[config.mk]
export PLATFORM = sky130hd
export DESIGN_NAME = alu_cmd_dispatch_flat
export DESIGN_NICKNAME = d
export VERILOG_FILES = /design/src/rtl/alu_pkg.sv /design/src/rtl/alu_cmd_dispatch_if.sv /design/src/rtl/alu_cmd_fifo.sv /design/src/rtl/alu_cmd_dispatch.sv /design/src/flat_wrapper.sv
export SDC_FILE = /design/constraint.sdc
export NUM_CORES = 1
export LEC_CHECK = 0
export ABC_AREA = 1
export BUFFER_PORTS_ARGS = -buffer_cell sky130_fd_sc_hd__buf_4
export CAP_MARGIN = 25
export CORE_MARGIN = 5
export CORE_UTILIZATION = 40
export DETAILED_ROUTE_END_ITERATION = 8
export GPL_ROUTABILITY_DRIVEN = 0
export GPL_TIMING_DRIVEN = 0
export PLACE_DENSITY = 0.61
export SYNTH_ARGS = -nofsm -noshare
export SYNTH_HDL_FRONTEND = slang
export SYNTH_SLANG_ARGS = --single-unit
[constraint.sdc]
create_clock -name sys_clk -period 5.7 [get_ports sys_clk]
set_clock_uncertainty 0.2 [all_clocks]
set_input_delay 0.855 -clock sys_clk [delete_from_list [all_inputs] [get_ports sys_clk]]
set_output_delay 0.855 -clock sys_clk [all_outputs]
set_load 0.005 [all_outputs]
[src/rtl/alu_pkg.sv]
// Shared definitions for the ALU command dispatcher: opcodes, the quiet-NaN
// error payload and the dispatch FSM state encoding.
package alu_pkg;

    localparam logic [1:0] OP_ADD = 2'b00;
    localparam logic [1:0] OP_SUB = 2'b01;
    localparam logic [1:0] OP_MUL = 2'b10;
    localparam logic [1:0] OP_DIV = 2'b11;

    localparam logic [31:0] FP_QNAN = 32'h7FC0_0000;

    typedef enum logic [1:0] {
        ST_IDLE,
        ST_ISSUE,
        ST_WAIT,
        ST_RESP
    } disp_state_e;

endpackage

[src/rtl/alu_cmd_dispatch_if.sv]
// Bundle of the command, ALU and response handshakes around the dispatcher.
// The slave modport is the dispatcher itself; master is its environment.
interface alu_cmd_dispatch_if #(
    parameter int TAG_W = 4
);

    logic             cmd_valid;
    logic             cmd_ready;
    logic [31:0]      cmd_data1;
    logic [31:0]      cmd_data2;
    logic [1:0]       cmd_opcode;
    logic [TAG_W-1:0] cmd_tag;

    logic [31:0]      alu_data1;
    logic [31:0]      alu_data2;
    logic [1:0]       alu_opcode;
    logic             alu_trig;
    logic [31:0]      alu_result;
    logic             alu_vld;
    logic             alu_work;

    logic             rsp_valid;
    logic             rsp_ready;
    logic [31:0]      rsp_data;
    logic [TAG_W-1:0] rsp_tag;
    logic             rsp_err;

    modport master (
        output cmd_valid, cmd_data1, cmd_data2, cmd_opcode, cmd_tag,
        input  cmd_ready,
        input  alu_data1, alu_data2, alu_opcode, alu_trig,
        output alu_result, alu_vld, alu_work,
        input  rsp_valid, rsp_data, rsp_tag, rsp_err,
        output rsp_ready
    );

    modport slave (
        input  cmd_valid, cmd_data1, cmd_data2, cmd_opcode, cmd_tag,
        output cmd_ready,
        output alu_data1, alu_data2, alu_opcode, alu_trig,
        input  alu_result, alu_vld, alu_work,
        output rsp_valid, rsp_data, rsp_tag, rsp_err,
        input  rsp_ready
    );

endinterface

[src/rtl/alu_cmd_fifo.sv]
// Synchronous command FIFO with occupancy count; storage is not reset, only
// the pointers and level are.
module alu_cmd_fifo #(
    parameter int WIDTH = 70,
    parameter int DEPTH = 4
) (
    input  logic                     clk_i,
    input  logic                     rst_i,
    input  logic                     push_i,
    input  logic                     pop_i,
    input  logic [WIDTH-1:0]         wdata_i,
    output logic [WIDTH-1:0]         rdata_o,
    output logic                     full_o,
    output logic                     empty_o,
    output logic [$clog2(DEPTH):0]   level_o
);

    localparam int AW = $clog2(DEPTH);
    localparam int LW = AW + 1;

    logic [WIDTH-1:0] mem_q [DEPTH];
    logic [AW-1:0]    wr_ptr_q, wr_ptr_d;
    logic [AW-1:0]    rd_ptr_q, rd_ptr_d;
    logic [LW-1:0]    level_q, level_d;
    logic             do_push, do_pop;

    assign full_o  = (level_q == LW'(DEPTH));
    assign empty_o = (level_q == '0);
    assign level_o = level_q;
    assign rdata_o = mem_q[rd_ptr_q];
    assign do_push = push_i && !full_o;
    assign do_pop  = pop_i && !empty_o;

    always_comb begin
        wr_ptr_d = wr_ptr_q;
        rd_ptr_d = rd_ptr_q;
        level_d  = level_q;
        if (do_push) wr_ptr_d = wr_ptr_q + AW'(1);
        if (do_pop)  rd_ptr_d = rd_ptr_q + AW'(1);
        if (do_push && !do_pop)      level_d = level_q + LW'(1);
        else if (do_pop && !do_push) level_d = level_q - LW'(1);
    end

    always_ff @(posedge clk_i) begin
        if (rst_i) begin
            wr_ptr_q <= '0;
            rd_ptr_q <= '0;
            level_q  <= '0;
        end else begin
            wr_ptr_q <= wr_ptr_d;
            rd_ptr_q <= rd_ptr_d;
            level_q  <= level_d;
        end
    end

    always_ff @(posedge clk_i) begin
        if (do_push) mem_q[wr_ptr_q] <= wdata_i;
    end

endmodule

[src/rtl/alu_cmd_dispatch.sv]
// Buffers tagged ALU commands, issues them one at a time and returns tagged
// results, turning a hung operation into a NaN error. ALU_DISPATCH_STATS_EN adds counters.
module alu_cmd_dispatch
    import alu_pkg::*;
#(
    parameter int DEPTH       = 4,
    parameter int TAG_W       = 4,
    parameter int TIMEOUT_CYC = 255
) (
    input  logic                   sys_clk,
    input  logic                   sys_rst,
    alu_cmd_dispatch_if.slave      bus,
    output logic [$clog2(DEPTH):0] fifo_level
`ifdef ALU_DISPATCH_STATS_EN
    ,
    output logic [15:0]            stat_done,
    output logic [15:0]            stat_timeout
`endif
);

    localparam int          FW         = 66 + TAG_W;
    localparam logic [15:0] WDOG_LIMIT = 16'(TIMEOUT_CYC);

    logic             fifo_full, fifo_empty, fifo_push, fifo_pop;
    logic [FW-1:0]    fifo_rdata;

    disp_state_e      state_q;
    logic [31:0]      alu_data1_q, alu_data2_q, rsp_data_q;
    logic [1:0]       alu_opcode_q;
    logic [TAG_W-1:0] tag_q;
    logic             alu_trig_q, rsp_valid_q, rsp_err_q;
    logic [15:0]      wdog_q;

    // Ready is gated by reset so nothing is accepted while the FIFO is flushed.
    assign bus.cmd_ready = !fifo_full && !sys_rst;
    assign fifo_push     = bus.cmd_valid && bus.cmd_ready;
    assign fifo_pop      = (state_q == ST_IDLE) && !fifo_empty && !bus.alu_work;

    alu_cmd_fifo #(
        .WIDTH (FW),
        .DEPTH (DEPTH)
    ) u_fifo (
        .clk_i   (sys_clk),
        .rst_i   (sys_rst),
        .push_i  (fifo_push),
        .pop_i   (fifo_pop),
        .wdata_i ({bus.cmd_data1, bus.cmd_data2, bus.cmd_opcode, bus.cmd_tag}),
        .rdata_o (fifo_rdata),
        .full_o  (fifo_full),
        .empty_o (fifo_empty),
        .level_o (fifo_level)
    );

    assign bus.alu_data1  = alu_data1_q;
    assign bus.alu_data2  = alu_data2_q;
    assign bus.alu_opcode = alu_opcode_q;
    assign bus.alu_trig   = alu_trig_q;
    assign bus.rsp_valid  = rsp_valid_q;
    assign bus.rsp_data   = rsp_data_q;
    assign bus.rsp_tag    = tag_q;
    assign bus.rsp_err    = rsp_err_q;

    // The watchdog holds the number of cycles spent in WAIT, current one included.
    always_ff @(posedge sys_clk) begin
        if (sys_rst) begin
            state_q      <= ST_IDLE;
            alu_data1_q  <= '0;
            alu_data2_q  <= '0;
            alu_opcode_q <= '0;
            tag_q        <= '0;
            alu_trig_q   <= 1'b0;
            rsp_valid_q  <= 1'b0;
            rsp_data_q   <= '0;
            rsp_err_q    <= 1'b0;
            wdog_q       <= '0;
        end else begin
            alu_trig_q <= 1'b0;
            case (state_q)
                ST_IDLE: begin
                    if (fifo_pop) begin
                        {alu_data1_q, alu_data2_q, alu_opcode_q, tag_q} <= fifo_rdata;
                        alu_trig_q <= 1'b1;
                        state_q    <= ST_ISSUE;
                    end
                end
                ST_ISSUE: begin
                    wdog_q  <= 16'd1;
                    state_q <= ST_WAIT;
                end
                ST_WAIT: begin
                    if (bus.alu_vld) begin
                        rsp_data_q  <= bus.alu_result;
                        rsp_err_q   <= 1'b0;
                        rsp_valid_q <= 1'b1;
                        state_q     <= ST_RESP;
                    end else if (wdog_q == WDOG_LIMIT) begin
                        rsp_data_q  <= FP_QNAN;
                        rsp_err_q   <= 1'b1;
                        rsp_valid_q <= 1'b1;
                        state_q     <= ST_RESP;
                    end else begin
                        wdog_q <= wdog_q + 16'd1;
                    end
                end
                ST_RESP: begin
                    if (bus.rsp_ready) begin
                        rsp_valid_q <= 1'b0;
                        state_q     <= ST_IDLE;
                    end
                end
                default: state_q <= ST_IDLE;
            endcase
        end
    end

`ifdef ALU_DISPATCH_STATS_EN
    // Counters advance on the response handshake and stick at all-ones.
    always_ff @(posedge sys_clk) begin
        if (sys_rst) begin
            stat_done    <= '0;
            stat_timeout <= '0;
        end else if (rsp_valid_q && bus.rsp_ready) begin
            if (stat_done != 16'hFFFF) stat_done <= stat_done + 16'd1;
            if (rsp_err_q && stat_timeout != 16'hFFFF) stat_timeout <= stat_timeout + 16'd1;
        end
    end
`endif

endmodule

[src/flat_wrapper.sv]
// flat-port wrapper written by rule: the top's interface ports become plain ports
module alu_cmd_dispatch_flat import alu_pkg::*;
#(
    parameter int DEPTH       = 4,
    parameter int TAG_W       = 4,
    parameter int TIMEOUT_CYC = 255
)
  (sys_clk, sys_rst, fifo_level, bus_cmd_valid, bus_cmd_data1, bus_cmd_data2, bus_cmd_opcode, bus_cmd_tag, bus_cmd_ready, bus_alu_data1, bus_alu_data2, bus_alu_opcode, bus_alu_trig, bus_alu_result, bus_alu_vld, bus_alu_work, bus_rsp_valid, bus_rsp_data, bus_rsp_tag, bus_rsp_err, bus_rsp_ready);
  alu_cmd_dispatch_if #(.TAG_W(TAG_W)) bus_i ();
  input  logic sys_clk;
  input  logic sys_rst;
  output logic [$clog2(DEPTH):0] fifo_level;
  input wire logic [$bits(bus_i.cmd_valid)-1:0] bus_cmd_valid;
  input wire logic [$bits(bus_i.cmd_data1)-1:0] bus_cmd_data1;
  input wire logic [$bits(bus_i.cmd_data2)-1:0] bus_cmd_data2;
  input wire logic [$bits(bus_i.cmd_opcode)-1:0] bus_cmd_opcode;
  input wire logic [$bits(bus_i.cmd_tag)-1:0] bus_cmd_tag;
  output wire logic [$bits(bus_i.cmd_ready)-1:0] bus_cmd_ready;
  output wire logic [$bits(bus_i.alu_data1)-1:0] bus_alu_data1;
  output wire logic [$bits(bus_i.alu_data2)-1:0] bus_alu_data2;
  output wire logic [$bits(bus_i.alu_opcode)-1:0] bus_alu_opcode;
  output wire logic [$bits(bus_i.alu_trig)-1:0] bus_alu_trig;
  input wire logic [$bits(bus_i.alu_result)-1:0] bus_alu_result;
  input wire logic [$bits(bus_i.alu_vld)-1:0] bus_alu_vld;
  input wire logic [$bits(bus_i.alu_work)-1:0] bus_alu_work;
  output wire logic [$bits(bus_i.rsp_valid)-1:0] bus_rsp_valid;
  output wire logic [$bits(bus_i.rsp_data)-1:0] bus_rsp_data;
  output wire logic [$bits(bus_i.rsp_tag)-1:0] bus_rsp_tag;
  output wire logic [$bits(bus_i.rsp_err)-1:0] bus_rsp_err;
  input wire logic [$bits(bus_i.rsp_ready)-1:0] bus_rsp_ready;
  assign bus_i.cmd_valid = bus_cmd_valid;
  assign bus_i.cmd_data1 = bus_cmd_data1;
  assign bus_i.cmd_data2 = bus_cmd_data2;
  assign bus_i.cmd_opcode = bus_cmd_opcode;
  assign bus_i.cmd_tag = bus_cmd_tag;
  assign bus_cmd_ready = bus_i.cmd_ready;
  assign bus_alu_data1 = bus_i.alu_data1;
  assign bus_alu_data2 = bus_i.alu_data2;
  assign bus_alu_opcode = bus_i.alu_opcode;
  assign bus_alu_trig = bus_i.alu_trig;
  assign bus_i.alu_result = bus_alu_result;
  assign bus_i.alu_vld = bus_alu_vld;
  assign bus_i.alu_work = bus_alu_work;
  assign bus_rsp_valid = bus_i.rsp_valid;
  assign bus_rsp_data = bus_i.rsp_data;
  assign bus_rsp_tag = bus_i.rsp_tag;
  assign bus_rsp_err = bus_i.rsp_err;
  assign bus_i.rsp_ready = bus_rsp_ready;
  alu_cmd_dispatch #(.DEPTH(DEPTH), .TAG_W(TAG_W), .TIMEOUT_CYC(TIMEOUT_CYC)) u_core (.sys_clk(sys_clk), .sys_rst(sys_rst), .bus(bus_i), .fifo_level(fifo_level));
endmodule
[Word-level counts from Yosys, hierarchy flattened]
Memory sizes are Yosys's and may differ from the RTL's. A register that Yosys moved wholly into a read port is not among the register bits.
Index checks and enable logic that the tools add are counted.
Storage, ports and cells
  logic and storage cells: 72
  RAM bits: 280
  register bits after elaboration: 60
  output and inout port bits: 109
  memories: 1
Memory list
  u_core.u_fifo.mem_q: depth 4, bits a word 70, rd ports 1, clocked after Yosys merged registers in 1, wr ports 1, line alu_cmd_fifo.sv:21  | logic [WIDTH-1:0] mem_q [DEPTH];
Operators by class
  add/sub/neg operators: 5
  reduce and logical (&&, ||, !) cells: 26
  multiplexer cells: 20
  bitwise operators: 1
  equality and inequality tests: 10
Operators with widths (count)
  32-bit 2-to-1 mux: 2
  16-bit 2-to-1 mux: 2
  16-bit case mux with 2 select lines: 1
  16-bit by 1-bit adder with 16-bit output, second input constant: 1
  16-bit by 8-bit equality test with 1-bit output, second input constant: 1
  3-bit AND reduction: 3
  1-bit logical AND: 8
  2-bit 2-to-1 mux: 4
  2-bit != test, second input constant: 4
  2-bit case mux with 4 select lines: 1
  2-bit nonzero test: 4
  1-bit 2-to-1 mux: 7
  1-bit zero test: 6
  3-bit 2-to-1 mux: 2
  2-bit by 1-bit adder with 2-bit output, second input constant: 2
  2-bit equality test, second input constant: 2
  2-bit AND reduction: 2
  3-bit by 1-bit adder with 3-bit output, second input constant: 1
  3-bit equality test, second input constant: 1
  3-bit zero test: 1
  3-bit by 2-bit != test with 1-bit output, second input constant: 1
  3-bit by 1-bit subtractor with 3-bit output, second input constant: 1
  2-bit by 1-bit equality test with 1-bit output, second input constant: 1
  2-bit zero test: 1
  other kinds (3): 3

[Logic depth before layout (Yosys ltp)]
  depth after elaboration: 9
  mapped depth: 15
  gate-level depth less buffers: 13

[Cells and area by module]
From an unflattened synthesis, not the netlist that was laid out.
Unflattened totals
  cells, all modules: 1414
  area total of the unflattened synthesis: 16290.6 µm²
Modules (own cells, without submodules)
  alu_cmd_fifo: times used 1, sequential area each 8588.2 µm², cells each 746, area each 11436.0 µm²
  alu_cmd_dispatch: times used 1, sequential area each 2462.4 µm², cells each 668, area each 4854.7 µm²

[Worst setup path after synthesis]
OpenSTA, ideal clock, no wires.
  path kind: input to register
  start: in sys_rst
  end: mem u_core.u_fifo.mem_q[0][0] (enable)
  stages on the path: 4
  setup time: 0.499 ns
  path slack: 0.595 ns
  arrival time: 4.406 ns
  cells stage by stage: clkbuf_1 > a31oi_1 > nand2_1 > nor2_1
On the way
  word-level cells in the longest chain between the ends: 6
Ends and longest elaborated chain
  from (decl): line flat_wrapper.sv:11  | input logic sys_rst;
  1-bit zero test: line alu_cmd_dispatch.sv:35  | assign bus.cmd_ready = !fifo_full && !sys_rst;
  1-bit logical AND: line alu_cmd_dispatch.sv:35
  net bus_cmd_ready: line flat_wrapper.sv:18  | output wire logic [$bits(bus_i.cmd_ready)-1:0] bus_cmd_ready;
  1-bit logical AND: line alu_cmd_dispatch.sv:36  | assign fifo_push = bus.cmd_valid && bus.cmd_ready;
  1-bit logical AND: line alu_cmd_fifo.sv:31  | assign do_push = push_i && !full_o;
  1-bit 2-to-1 mux: line alu_cmd_fifo.sv:57  | if (do_push) mem_q[wr_ptr_q] <= wdata_i;
  1-bit 2-to-1 mux (not written as such): line alu_cmd_fifo.sv:57
  to (decl): line alu_cmd_fifo.sv:21
The timed path passes the listed nets, and every way through them passes these cells.

[Worst setup path in the final report]
  start: reg u_core.state_q[0]
  end: reg u_core.u_fifo.level_q[2], in the netlist u_core.u_fifo.level_o[2]
On the way
  word-level cells in the longest chain between the ends: 7
  elaborated cells between the ends (all ways): 9
Ends and longest elaborated chain
  from (decl): line alu_cmd_dispatch.sv:27  | disp_state_e state_q;
  from (signal assigned): line alu_cmd_dispatch.sv:66  | state_q <= ST_IDLE;
  from (signal assigned): line alu_cmd_dispatch.sv:83  | state_q <= ST_ISSUE;
  from (signal assigned): line alu_cmd_dispatch.sv:88  | state_q <= ST_WAIT;
  2-bit zero test (*): line alu_cmd_dispatch.sv:37  | assign fifo_pop = (state_q == ST_IDLE) && !fifo_empty && !bus.alu_work;
  1-bit logical AND (*) (2 in series): line alu_cmd_dispatch.sv:37
  1-bit logical AND (*): line alu_cmd_fifo.sv:32  | assign do_pop = pop_i && !empty_o;
  1-bit zero test: line alu_cmd_fifo.sv:40  | if (do_push && !do_pop) level_d = level_q + LW'(1);
  1-bit logical AND: line alu_cmd_fifo.sv:40
  3-bit 2-to-1 mux / 2-bit nonzero test (equally long branches)
  to (signal assigned): line alu_cmd_fifo.sv:52  | level_q <= level_d;
  to (decl): line alu_cmd_fifo.sv:24  | logic [LW-1:0] level_q, level_d;
Mark *: on every way between the ends. The rest lies on a longest branch, timed or not.
A chain may end at the register's enable or synchronous reset.

==> key figures <==
Outcome
  • Status: finished clean

Clock network
  • Htree depth: 2
  • Clock latency on the worst-skew pair: 0.56 ns
  • Reg clk slew, reported paths: 0.06 ns
  • Hold_buf cts: 0
  • Post-CTS Resized: 0
  • Clk root buf: clkbuf_16
  • Clock sinks: 410
  • CTS tree: yes
  • Clock Path Buffers: 3
  • CTS Buf Count: 45
  • Post-CTS Setup Bufs: 0

Die
  • Boundary Pins: 217
  • Die height: 207 um
  • Die width: 207 um
  • # rows: 72
  • Starting Density: 40.4%
  • Placeable Area: 0.0386 sq mm
  • DIE AREA: 0.0430 sq mm

Detailed routing
  • 1st-pass router iterations: 5
  • Iter 0 DRT Violations: 744
  • Drt wl/cell: 18.7 um
  • Routed length on met1: 18600 um
  • Met3 WL: 2740 um
  • Met2 WL: 19700 um
  • Via count: 11236
  • DRC: 0
  • Vias/cell: 5.02
  • Final ANT Viol Nets: 0
  • Drt total wl: 41900 um
  • Uppermost layer routed: met5

Yosys
  • Post-synth top area cell: edfxtp_1
  • Cells after synthesis: 1410
  • Post-Syn Nets: 1530
  • Synth Register Bits: 410
  • Seq/Total Area, Yosys: 70.7%
  • Synth Cell Area: 0.0156 sq mm
  • Netlist cell types: 29
  • Syn Area/Cell: 11.0 sq um
  • Synth top area cells: edfxtp_1 (54%), dfxtp_1 (17%), nor2_1 (8.2%)
  • Yosys top cell area share: 54.0%
  • Synth Warn #: 0

Timing
  • Final setup TNS: 0 ns
  • Post-layout min period: 3.72 ns
  • Worst Tran Pin Value: 0.974 ns
  • RSZ-0062 raised after global routing: false
  • PnR worst setup slack: 1.98 ns
  • Final Setup Violations: 0
  • Slew Viols, Final: 0
  • Max Fclk: 0.269 GHz
  • Final period util: 65.2%
  • Slew margin rel.: 35.1%
  • Fin. Hold Viols: 0

Critical path
  • Worst-path maximum fanout: 10
  • CP Class: register to register
  • Setup crit start kind: register
  • CP Capture Type: register
  • CP required: 5.98 ns
  • CP arrival: 3.99 ns

Power and ir drop
  • P_int: 6.08 mW
  • Maximum VDD drop: 0.000311 V
  • Sequential share of power: 42.6%
  • P per Cell Area: 447 mW/mm^2
  • LEAKAGE: 7.32 nW
  • Switching Power: 2.69 mW
  • Logic pwr share: 24.9%
  • Clock group share of total power: 32.5%
  • Sw frac: 30.7%

Final layout
  • Register Area: 0.0110 sq mm
  • Fillers: 3510
  • Area Overhead vs Synth: 25.9%
  • Nets@finish: 1804
  • Area taken by multi-input logic gates: 0.00401 sq mm
  • Diode count: 0
  • Finished Cell Area: 0.0196 sq mm
  • Layout cells sized above 1: 18.7%

Global routing
  • Largest net degree at the start of global routing: 28
  • Gr ovfl total: 0
  • GRT Total Usage: 19.1%
  • Vias in the first global route: 11452
  • First-pass GRT wire length: 65200 um
  • Initial antenna violation count: 1

Placement
  • Placed instance area: 0.0181 sq mm
  • Post-detail-place hpwl: 27800 um
  • IO buf count: 215
  • Placement Setup Slack: 1.82 ns

Flow run
  • Maxcap violations: 0

Min path
  • Hold Path Class: register to register
-- area by class of cell --
class / count / share of cell area [%]
Inverter: 56 / 1.07
Clock inverter: 11 / 0.575
Timing Repair Buffer: 227 / 9.65
Multi-Input combinational cell: 859 / 20.5
Tap cell: 518 / 3.31
Sequential cell: 410 / 56.2
Buffer: 85 / 1.84
Clock buffer: 72 / 6.90
-- worst max-delay path: stages, from the launching register on --
cell and delay, ns:
dfxtp_1 0.40, inv_1 0.11, ha_1 0.22, inv_1 0.05, nor2_1 0.03, nand2_1 0.10, clkbuf_1 0.74, clkbuf_1 0.65
ha_1 0.27, inv_1 0.07, fa_1 0.38, nor2_1 0.11, nor2_1 0.04, nand2_1 0.07, o21ai_0 0.07, a21oi_1 0.13
-- layer usage --
layer,vias to the layer above,track usage [%]
li1,5487,-
met1,5335,25.4
met2,357,31.3
met3,55,4.64
met4,2,5.54
met5,-,0
-- final timing paths --
kind	startpoint	to	slack, ns	depth (start not counted)
max	u_core.state_q[0]	u_core.u_fifo.level_o[2]	1.98	15
min	u_core.bus.rsp_err	u_core.bus.rsp_err	0.26	2
max reg2reg	u_core.state_q[0]	u_core.u_fifo.level_o[2]	1.98	15
min reg2reg	u_core.bus.rsp_err	u_core.bus.rsp_err	0.26	2
-- through the flow --
stage	total power, mW	util [%]	cells	hold WS [ns]
6_report	8.77	50.8	2238	0.264
5_1_grt	9.27	50.8	2238	0.266
4_1_cts	8.89	50.8	2238	0.258
3_5_place_dp	6.01	47.0	2155	0.251
3_3_place_gp	5.97	46.2	2143	0.251
2_1_floorplan	4.94	-	1410	0.255
-- placed cells by master, fill, tap and decap left out, drive strengths merged, types with 2 or more instances in the layout --
cell	Yosys	routed
nor2	340	340
edfxtp	280	280
buf	23	250
o21ai	231	231
clkbuf	62	134
dfxtp	130	130
nand2	96	96
o22ai	70	70
nand3	56	56
inv	55	56
a21oi	44	44
ha	11	11
clkinv	1	9
nand4	2	2
o21bai	2	2
nor3	2	2
bufinv	0	2
-- Yosys cell counts --
| cell | number |
|---|---|
| a211oi_1 | 1 |
| a21oi_1 | 44 |
| a31oi_1 | 1 |
| buf_1 | 7 |
| buf_12 | 1 |
| buf_2 | 14 |
| buf_6 | 1 |
| clkbuf_1 | 62 |
| clkinv_1 | 1 |
| dfxtp_1 | 130 |
| edfxtp_1 | 280 |
| fa_1 | 1 |
| ha_1 | 11 |
| inv_1 | 53 |
| inv_2 | 2 |
| nand2_1 | 92 |
| nand2_2 | 4 |
| nand3_1 | 54 |
| nand3_2 | 2 |
| nand4_1 | 2 |
| nor2_1 | 339 |
| nor2_4 | 1 |
| nor3_1 | 2 |
| o21ai_0 | 230 |
| o21ai_1 | 1 |
| o21bai_1 | 2 |
| o22ai_1 | 70 |
| or2_2 | 1 |
| xor2_1 | 1 |
-- power groups by stage --
stage          sequential [mW]  combinational (mW)  clock (mW)
2_1_floorplan             3.78                1.15           0
3_3_place_gp              3.81                2.16           0
3_5_place_dp              3.79                2.22           0
4_1_cts                   3.74                2.23        2.92
5_1_grt                   3.78                2.45        3.04
6_report                  3.74                2.18        2.85
-- kinds of logic (layout without fill, tap and decap cells) --
logic type      after synthesis  count (layout)  share of synthesized area (%)
compound gates              349             349                           11.8
xor+xnor                      1               1                         0.0563
fa+ha+maj                    12              12                           1.01
buf+inv                     141             451                           3.67
flops                       410             410                           70.7
simple gates                497             497                           12.7
-- state kept, by name, summed over array words and instances, names as in the netlist --
register,flops
u_core.bus.alu_data2,32
u_core.bus.rsp_valid,1
u_core.bus.rsp_err,1
u_core.u_fifo.rd_ptr_q,2
u_core.u_fifo.wr_ptr_q,2
u_core.bus.alu_data1,32
u_core.u_fifo.level_o,3
u_core.u_fifo.mem_q,280
u_core.bus.rsp_data,32
u_core.state_q,2
u_core.wdog_q,16
u_core.bus.rsp_tag,4
u_core.bus.alu_opcode,2
u_core.bus.alu_trig,1
Note: power is estimated with default switching activity, not from simulation.
